[src/rtl/flow_control_vld_rdy_receiver.sv]
`timescale 1ns/1ps
// ---------------------------------------------------------------------------
// flow_control_vld_rdy_receiver
//
// Receive side of a vld/rdy pipeline link. Words accepted from the upstream
// stage are stored in a small circular FIFO and presented to the downstream
// consumer over a second vld/rdy handshake. Upstream in_rdy comes straight
// from a flop, so no combinational ready path crosses stage boundaries.
//
// Optional feature macro: FLOW_CONTROL_RX_BYPASS_EN
//   When defined, a word arriving at an empty FIFO while the consumer is
//   ready and the output is enabled goes straight to out_data in the same
//   cycle. It is never written, so pointers and count stay unchanged.
//   When undefined there is no combinational in->out path and the minimum
//   latency is one cycle.
//
// Parameters:
//   DATA_W     payload width
//   DEPTH      FIFO entries; must be a power of two and at least 2
//
// Ports:
//   clk        clock, all logic on the rising edge
//   rst        synchronous active-low reset
//   en         output enable; gates out_vld (input side keeps running)
//   flush      discard every stored entry; wins over push and pop
//   in_vld     upstream word valid
//   in_data    upstream payload
//   in_rdy     registered; receiver can take a word this cycle
//   out_vld    word available to the downstream consumer
//   out_data   head-of-FIFO payload (don't-care while out_vld is low)
//   out_rdy    downstream accepts the word
//   occupancy  number of stored entries
// ---------------------------------------------------------------------------
module flow_control_vld_rdy_receiver #(
    parameter int DATA_W = 32,
    parameter int DEPTH  = 4
) (
    input  logic                       clk,
    input  logic                       rst,
    input  logic                       en,
    input  logic                       flush,
    input  logic                       in_vld,
    input  logic [DATA_W-1:0]          in_data,
    output logic                       in_rdy,
    output logic                       out_vld,
    output logic [DATA_W-1:0]          out_data,
    input  logic                       out_rdy,
    output logic [$clog2(DEPTH+1)-1:0] occupancy
);

    localparam int PTR_W = $clog2(DEPTH);
    localparam int CNT_W = $clog2(DEPTH + 1);
    localparam logic [CNT_W-1:0] DEPTH_CNT = CNT_W'(DEPTH);

    // Storage and state
    logic [DATA_W-1:0] mem [DEPTH];
    logic [PTR_W-1:0]  wr_ptr;
    logic [PTR_W-1:0]  rd_ptr;
    logic [CNT_W-1:0]  count;
    logic [CNT_W-1:0]  count_next;
    logic              in_rdy_q;

    // Handshake qualifiers
    logic not_empty;
    logic push;
    logic pop;

    assign not_empty = (count != '0);
    assign in_rdy    = in_rdy_q;
    assign occupancy = count;

    // A pop only ever takes a stored word; a bypassed word never reaches
    // the FIFO, so pop cannot fire while count is zero.
    assign pop = not_empty & en & out_rdy & ~flush;

`ifdef FLOW_CONTROL_RX_BYPASS_EN
    logic bypass;

    // Empty FIFO, consumer ready, output enabled: hand the word straight
    // through instead of storing it.
    assign bypass   = ~not_empty & en & in_vld & in_rdy_q & out_rdy & ~flush;
    assign push     = in_vld & in_rdy_q & ~flush & ~bypass;
    assign out_vld  = (en & not_empty) | bypass;
    assign out_data = bypass ? in_data : mem[rd_ptr];
`else
    assign push     = in_vld & in_rdy_q & ~flush;
    assign out_vld  = en & not_empty;
    assign out_data = mem[rd_ptr];
`endif

    // Count update. Simultaneous push and pop leave it unchanged, which is
    // what keeps in_rdy high at DEPTH-1 under sustained streaming.
    // NOTE: every signal written in always_comb gets a default first so no
    // path through the block can leave it unassigned and infer a latch.
    always_comb begin
        count_next = count;
        case ({push, pop})
            2'b10:   count_next = count + CNT_W'(1);
            2'b01:   count_next = count - CNT_W'(1);
            default: count_next = count;
        endcase
    end

    // Control state: pointers, count and the registered ready.
    // NOTE: sequential state is written with non-blocking assignments so
    // every flop samples values from before the edge, independent of the
    // order of statements or blocks.
    always_ff @(posedge clk) begin
        if (!rst) begin
            wr_ptr   <= '0;
            rd_ptr   <= '0;
            count    <= '0;
            in_rdy_q <= 1'b0;
        end else if (flush) begin
            wr_ptr   <= '0;
            rd_ptr   <= '0;
            count    <= '0;
            in_rdy_q <= 1'b1;
        end else begin
            // DEPTH is a power of two, so the natural pointer wrap is the
            // modulo-DEPTH increment.
            if (push) begin
                wr_ptr <= wr_ptr + PTR_W'(1);
            end
            if (pop) begin
                rd_ptr <= rd_ptr + PTR_W'(1);
            end
            count    <= count_next;
            // Ready follows the post-update count: a pop from full reopens
            // the input one cycle later, and a push is never accepted into
            // a full FIFO.
            in_rdy_q <= (count_next < DEPTH_CNT);
        end
    end

    // Payload storage.
    // NOTE: the memory array has no reset; contents are only meaningful
    // between a push and its pop, and leaving it unreset lets it map onto
    // plain storage without a reset fan-out.
    always_ff @(posedge clk) begin
        if (push) begin
            mem[wr_ptr] <= in_data;
        end
    end

    // Structural invariants: the count never exceeds DEPTH and a pop
    // never happens on an empty FIFO.
    a_count_bound: assert property (
        @(posedge clk) disable iff (!rst) count <= DEPTH_CNT
    );

    a_no_pop_empty: assert property (
        @(posedge clk) disable iff (!rst) pop |-> not_empty
    );

endmodule

[config.mk]
export PLATFORM = sky130hd
export DESIGN_NAME = flow_control_vld_rdy_receiver
export DESIGN_NICKNAME = d
export VERILOG_FILES = /design/src/rtl/flow_control_vld_rdy_receiver.sv
export SDC_FILE = /design/constraint.sdc
export NUM_CORES = 1
export LEC_CHECK = 0
export CORE_ASPECT_RATIO = 1.5
export CORE_MARGIN = 1.5
export CORE_UTILIZATION = 35
export DETAILED_ROUTE_END_ITERATION = 8
export GPL_TIMING_DRIVEN = 0
export PLACE_DENSITY_LB_ADDON = 0.25
export REMOVE_ABC_BUFFERS = 1
export SETUP_SLACK_MARGIN = 0.4
export SLEW_MARGIN = 20
export SYNTH_ARGS = -nofsm -noshare
export SYNTH_HDL_FRONTEND = slang
export SYNTH_SLANG_ARGS = --single-unit
[constraint.sdc]
create_clock -name clk -period 2.24 [get_ports clk]
set_input_delay 0.224 -clock clk [delete_from_list [all_inputs] [get_ports clk]]
set_output_delay 0.224 -clock clk [all_outputs]
set_load 0.01 [all_outputs]
Word-level counts from Yosys, hierarchy flattened --
Memory sizes are Yosys's and may differ from the RTL's. A register that Yosys moved wholly into a read port is not among the register bits. Index checks and enable logic that the tools add are counted.
Storage, ports and cells: flip-flop bits (word level) 8, memory bits (writable) 128, memories 1
Operators by class: add/sub/neg operators 4, order comparisons 1, eq/ne operators 2, muxes and demuxes 6, bitwise operators 7, reductions and logical operators 2
Memory list:
- mem | words 4, width 32, rd ports 1, clocked after memory_dff 1, write ports 1, RTL line 56 | logic [DATA_W-1:0] mem [DEPTH];
Operators with widths (number):
- $pmux 3 s2 | 1
- $and 1x1->1 | 5
- $add 2x1->2 const B | 2
- $mux 2 | 2
- $add 3x1->3 const B | 1
- $lt 3x3->1 const B | 1
- $mux 1 | 3
- $reduce_bool 3->1 | 1
- $sub 3x1->3 const B | 1
- $eq 2x1->1 const B | 1
- $eq 2x2->1 const B | 1
- $not 1->1 | 2
- $reduce_or 2->1 | 1

Longest topological paths before layout --
Gate-level depths: netlist (run 1).
word-level depth 8, depth in mapped cells 8, mapped depth without buffers 8

Worst setup path before layout (run 1) --
Ideal clock, no wire load.
kind reg2reg, start register count[1] (netlist: occupancy[1]), end register count[2] (netlist: occupancy[2]), library setup time 0.071 ns, arrival time 1.991 ns, required time 2.169 ns, path slack 0.179 ns, cell stages (with the launch flop) 8, path buffers 0, path through dfxtp_1 -> o311ai_2 -> nor2_1 -> ha_1 -> fa_1 -> xnor2_1 -> or3_1 -> a21oi_1
Between the ends: cells in the longest elaborated chain, start to end 6, elaborated cells on any way between the ends 9, those cells by class 2 x add/sub; 2 x eq/ne; 1 x mux; 3 x bitwise; 1 x reduce/logical
Ends and longest elaborated chain:
- from (decl) | RTL line 59 | logic [CNT_W-1:0] count;
- from (signal assigned) | RTL line 128 | count <= count_next;
- $reduce_bool 3->1 (*) | RTL line 68 | assign not_empty = (count != '0);
- $and 1x1->1 (*) (3 in series) | RTL line 74 | assign pop = not_empty & en & out_rdy & ~flush;
- net pop | RTL line 66 | logic pop;
- $eq 2x1->1 / $eq 2x2->1 (equally long branches) | RTL line 97 | case ({push, pop})
- $pmux 3 s2 (*) | RTL line 97
The timed path passes the listed nets; every way through them passes the cells marked *. A chain may end at the register's enable or synchronous reset.

Worst setup path in the final report (run 1) --
start register count[2] (netlist: occupancy[2]), end register count[2] (netlist: occupancy[2])
Same word-level chain as after synthesis.

==> results of run 1 <==
==> cell families after synthesis <==
family / Yosys count / synth area share, %
compound gates: 8 / 1.14
xor+xnor: 4 / 0.679
fa+ha+maj: 6 / 1.60
buf+inv: 12 / 2.04
flops: 138 / 78.4
mux: 33 / 14.3
simple gates: 20 / 1.89
==> tightest hold or removal path: cells and delay by family <==
family | cells | cell delay (ps)
AND/OR/NAND/NOR | 1 | 60
AO/OA/AOI/OAI | 1 | 40
buffers and inverters | 1 | 420
==> how the worst min path moves through the flow <==
stage | from | endpoint | slack, ps | cells after the start
3_3_place_gp | rd_ptr[1] | rd_ptr[1] | 470 | 2
4_1_cts | rst | in_rdy | 370 | 3
6_report | rst | in_rdy | 390 | 3
5_1_grt | rst | in_rdy | 410 | 3
2_1_floorplan | in_data[0] | mem[0][0] | 320 | 0
3_5_place_dp | rd_ptr[1] | flip-flop | 490 | 2
==> synthesized netlist by cell type <==
master / number / share of area [%]
xnor2_1: 3 / 0.51
dfxtp_1: 10 / 3.9
and2_1: 4 / 0.48
o21ai_0: 2 / 0.19
nor4_1: 1 / 0.12
mux2i_1: 1 / 0.19
ha_1: 5 / 1.2
edfxtp_1: 128 / 74
nor2_1: 7 / 0.51
nand2_1: 4 / 0.29
xor2_1: 1 / 0.17
fa_1: 1 / 0.39
mux4_2: 30 / 13
nand3b_1: 1 / 0.15
mux4_1: 2 / 1.0
nand3_1: 1 / 0.097
or3_1: 2 / 0.24
buf_6: 1 / 0.22
buf_2: 3 / 0.29
buf_12: 3 / 1.2
a311oi_1: 1 / 0.17
inv_1: 5 / 0.36
o31a_1: 1 / 0.17
a21oi_1: 3 / 0.29
o311ai_2: 1 / 0.32
==> sequential cells by signal, summed over array words and instances, names as in the netlist, named ones only <==
signal,flops
in_rdy,1
mem,128
occupancy,3
rd_ptr,2
wr_ptr,2
==> power by group through the flow <==
stage	logic [mW]	clock network [mW]	registers, mW
floorplan	0.0509	0	2.90
global placement	0.183	0	2.90
detailed placement	0.193	0	2.90
CTS	0.193	2.90	2.84
global route	0.214	3.00	2.84
finish	0.200	2.84	2.84
==> timing repair <==
action,CTS,global route
gates resized for setup,162,18
buffers inserted,10,0
pin swaps,2,3
gates cloned,1,0
endpoints found under the setup margin,35,35
hold buffers,0,0
==> final cells by class <==
cell class                 count  share of cell area, %
clock buffer                  24                   6.61
clock inverter                 8                   2.08
inverter                       5                  0.269
multi-input combinational     71                   15.1
sequential                   138                   58.1
tap                          196                   3.51
timing repair buffer          90                   14.3
==> layer usage <==
metal | wire length [um] | part of all wire (%) | track usage [%] | vias up
met4 | 180 | 1.9 | 6.78 | 0
li1 | - | - | - | 1123
met3 | 405 | 4.3 | 4.08 | 13
met2 | 5050 | 54 | 22.6 | 62
met5 | 0 | 0 | 0 | -
met1 | 3690 | 40 | 14.9 | 1289
==> results.txt, run 1 <==
Via density - 4.67
CTS Buf Count - 17
number of remaining DRC errors - 0
r2r setup slk - 290 ps
Rel. slew slack - 70.8%
r2r worst-path depth - 7
HPWL Detailed - 5320 um
most common cell after layout, fill and taps aside - edfxtp_1
Yosys warnings - 0
final core utilization - 48.3%
CTS tree - done
sequential share of the synthesized area - 78.4%
kind of critical path - reg -> reg
min Tclk post-route - 1950 ps
Crit Path Max Fanout - 4
Boundary Pins - 75
share of layout cells above drive strength 1 - 36.0%
gpl congestion - 0.653
Synth cell types - 25
die area - 15500 um2
#FFs+latches synth - 138
Final Non-Filler Cells - 532
Starting Density - 35.7%
Avg WL per Cell - 17.5 um
Final setup viols - 0
Global Route Usage Sum - 13.3%
final WL - 9320 um
Die H - 152 um
Worst Max-Slew Pin Slew - 438 ps
Crit Reg-Reg Startpoint - occupancy[2]
Psw - 1.04 mW
CP bufs+invs - 0
Sink Count - 138
Leakage Power - 2.29 nW
clock root cell - clkbuf_16
first-pass GRT wire length - 14300 um
Critical Path RT - 2580 ps
antenna violations before repair - 0
unrepaired setup endpoints after global routing - true
Iteration-0 DRC Markers - 98
fill count - 1238
worst min path class - in -> reg
Worst Skew - 11.7 ps
Pint - 4.84 mW
total negative slack - 0 ps
number of max-cap violations - 0
number of global-route vias before repair - 2618
total power - 5.89 mW
DRT Pass-1 Iters - 4
Sw Share - 17.7%
H-tree depth - 4
Logic pwr share - 3.4%
grt ovf - 0
Slew Viols, Final - 0
Reg area - 4060 um2
Core Box Area - 14500 um2
placed insts - 489
DRT antenna net count - 0
slowest CP cell - fa_2
area occupied by multi-input gates - 1050 um2
worst setup margin - 293 ps
critical path cell sequence - o311ai_4 -> nor2_1 -> ha_2 -> fa_2 -> xnor2_4 -> or3_1 -> a21oi_1
period utilization - 86.9%
Synth Cell Area - 5160 um2
clk_lat worst skew - 410 ps
Clk pwr share - 48.3%
post-route design area - 6980 um2
crit path from - occupancy[2]
Hold WS - 388 ps
Setup WS pre-CTS - -245 ps
FMAX - 0.514 GHz
CTS clk-pin slew, worst paths - 60 ps
Crit path largest cell delay - 390 ps
via count - 2487
syn avg cell area - 23.4 um2
Top delay family on crit path - adder cells
CTS max path bufs - 2
Die X-Extent - 102 um
antenna diode count - 0
Nets - 367
pwr/cell area - 843 nW/um2
Critical Path Sink - occupancy[2]
Post-DP Area - 6180 um2
most frequent cells in the layout - edfxtp_1 (128), clkdlybuf4s50_1 (41), mux4_2 (32), buf_6 (26), clkbuf_16 (17)
Crit. End Element - flip-flop
VDD IR-drop max - 0.518 mV
Area growth syn-to-layout - 35.3%
row count - 54
Hold Vio Cnt, Final - 0
Crit path depth - 7
port bufs - 74
Worst Path Arrival - 2280 ps
Worst setup SP type - flip-flop
largest net degree at the start of global routing - 21
sequential power share - 48.3%
reg-to-reg critical path endpoint - occupancy[2]
status - complete, no violations
synthesized instance count - 221
(Power assumes the default switching activity.)
==> inputs of run 2 (changes only) <==
--- a/config.mk
+++ b/config.mk
@@ -5,6 +5,7 @@
 export SDC_FILE = /design/constraint.sdc
 export NUM_CORES = 1
 export LEC_CHECK = 0
+export CAP_MARGIN = 15
 export CORE_ASPECT_RATIO = 1.5
 export CORE_MARGIN = 1.5
 export CORE_UTILIZATION = 35
@@ -12,7 +13,7 @@
 export GPL_TIMING_DRIVEN = 0
 export PLACE_DENSITY_LB_ADDON = 0.25
 export REMOVE_ABC_BUFFERS = 1
-export SETUP_SLACK_MARGIN = 0.4
+export SETUP_SLACK_MARGIN = 0.02
 export SLEW_MARGIN = 20
 export SYNTH_ARGS = -nofsm -noshare
 export SYNTH_HDL_FRONTEND = slang
==> run 2 against run 1 <==
Clock skew about the same; register-to-register slack got worse by 170 ps; largest power group unchanged; clock power about the same.
==> results.txt, run 2 (synthesis gave the netlist of run 1 again) <==
status - complete, no violations
worst min path class - in -> reg
Die X-Extent - 102 um (unchanged)
number of global-route vias before repair - 2571 (-1.8%)
Via density - 4.66 (-0.39%)
Slew Viols, Final - 0 (unchanged)
row count - 54 (unchanged)
most common cell after layout, fill and taps aside - edfxtp_1
CTS clk-pin slew, worst paths - 60 ps (about the same)
max reg flops - 128 (unchanged)
critical path cell sequence - buf_12 -> mux4_2 -> clkdlybuf4s50_1
DRT antenna net count - 0 (unchanged)
clk_lat worst skew - 410 ps (about the same)
Rel. slew slack - 70.6% (-0.19 points)
reg-to-reg critical path endpoint - occupancy[2]
worst setup margin - 75.7 ps (-218 ps)
VDD IR-drop max - 0.516 mV (-0.37%)
Crit Path Max Fanout - 7 (+3)
Worst Hold Path EP - in_rdy
Avg WL per Cell - 17.2 um (-2.0%)
Leakage Power - 2.23 nW (-2.5%)
grt ovf - 0 (unchanged)
Setup WS pre-CTS - -245 ps (unchanged)
first-pass GRT wire length - 13900 um (-2.5%)
Worst Path Arrival - 1940 ps (-340 ps)
final core utilization - 47.5% (-0.84 points)
CTS tree - done
Crit Reg-Reg Startpoint - occupancy[0]
Sink Count - 138 (unchanged)
Global Route Usage Sum - 12.9% (-0.38 points)
Crit path largest cell delay - 530 ps (+140 ps)
Crit. End Element - output port
antenna diode count - 0 (unchanged)
Worst setup SP type - flip-flop
number of max-cap violations - 0 (unchanged)
r2r worst-path depth - 7 (unchanged)
min Tclk post-route - 2160 ps (+218 ps)
die area - 15500 um2 (unchanged)
clock root cell - clkbuf_16
number of remaining DRC errors - 0 (unchanged)
hold path depth - 3 (unchanged)
largest net degree at the start of global routing - 21 (unchanged)
DRT Pass-1 Iters - 4 (unchanged)
FMAX - 0.462 GHz (-10%)
via count - 2454 (-1.3%)
Starting Density - 35.7% (unchanged)
HPWL Detailed - 5320 um (unchanged)
CTS Buf Count - 17 (unchanged)
Worst Skew - 12.0 ps (+0.346 ps)
period utilization - 96.6% (+9.7 points)
final WL - 9050 um (-2.9%)
Die H - 152 um (unchanged)
r2r setup slk - 120 ps (-170 ps)
Boundary Pins - 75 (unchanged)
H-tree depth - 4 (unchanged)
Largest Register - mem
share of layout cells above drive strength 1 - 23.3% (-13 points)
Area growth syn-to-layout - 32.9%
slowest CP cell - clkdlybuf4s50_1
CTS max path bufs - 2 (unchanged)
antenna violations before repair - 0 (unchanged)
Critical Path RT - 2020 ps (-560 ps)
pwr/cell area - 856 nW/um2 (+1.5%)
unrepaired setup endpoints after global routing - false
port bufs - 74 (unchanged)
Iteration-0 DRC Markers - 100 (+2.0%)
gpl congestion - 0.653 (unchanged)
HP Start - rst
Nets - 362 (-1.4%)
Final setup viols - 0 (unchanged)
Hold Vio Cnt, Final - 0 (unchanged)
Worst Max-Slew Pin Slew - 441 ps (+2.81 ps)
most frequent cells in the layout - edfxtp_1 (128), clkdlybuf4s50_1 (47), mux4_2 (30), dlygate4sd2_1 (26), clkbuf_16 (17)
Core Box Area - 14500 um2 (unchanged)
kind of critical path - reg -> out
==> run 2: power by group <==
part	leakage, nW	internal [mW]	switching [mW]	total [mW]
combinational	0.701	0.106	0.0786	0.184
sequential	1.24	2.84	0.00667	2.85
clock	0.288	1.89	0.954	2.84
total	2.23	4.83	1.04	5.87
==> run 2: area by class of cell <==
cell class / instances / area, um2
clock buffers: 24 / 462
flip-flops and latches: 138 / 4050
fillers: 1240 / 7600
well taps: 196 / 245
repair buffers: 85 / 901
inverters: 5 / 18.8
clock inverters: 8 / 145
multi-input cells: 71 / 1040
==> run 2: worst max-delay path by stage <==
stage	end	slack [ps]	depth (start not counted)
floorplan	out_data[14]	-160	1
global placement	out_data[14]	-1310	2
detailed placement	in_rdy	-240	9
CTS	out_data[21]	30	3
global route	out_data[27]	20	3
finish	out_data[4]	80	3
==> run 2: repair_timing <==
item,CTS,global route
buffers inserted,5,1
pin swaps,0,2
endpoints found under the setup margin,33,3
hold buffers,0,0
hold endpoints to repair,0,0
gates resized for setup,28,4
==> run 2: through the flow <==
stage | cell area [um2] | total power, mW | TNS, ps | hold WS [ps] | instances
floorplan | 5070 | 2.95 | -3140 | 323 | 214
global placement | 6060 | 3.09 | -131880 | 470 | 484
detailed placement | 6180 | 3.09 | -474 | 491 | 489
CTS | 6840 | 5.94 | 0 | 364 | 526
global route | 6860 | 6.05 | 0 | 415 | 527
finish | 6860 | 5.87 | 0 | 387 | 527
==> run 2: worst max-delay path, delay by kind of cell (launching register included) <==
| family | cells | cell delay [ps] |
|---|---|---|
| mux | 1 | 490 |
| flops | 1 | 380 |
| buf+inv | 2 | 670 |
==> run 2: layer usage <==
metal	wire [um]	share of wire [%]	track usage, %
met3	375	4.1	4.04
met1	3620	40	14.5
met4	177	2.0	6.71
met2	4880	54	21.8
met5	0	0	0
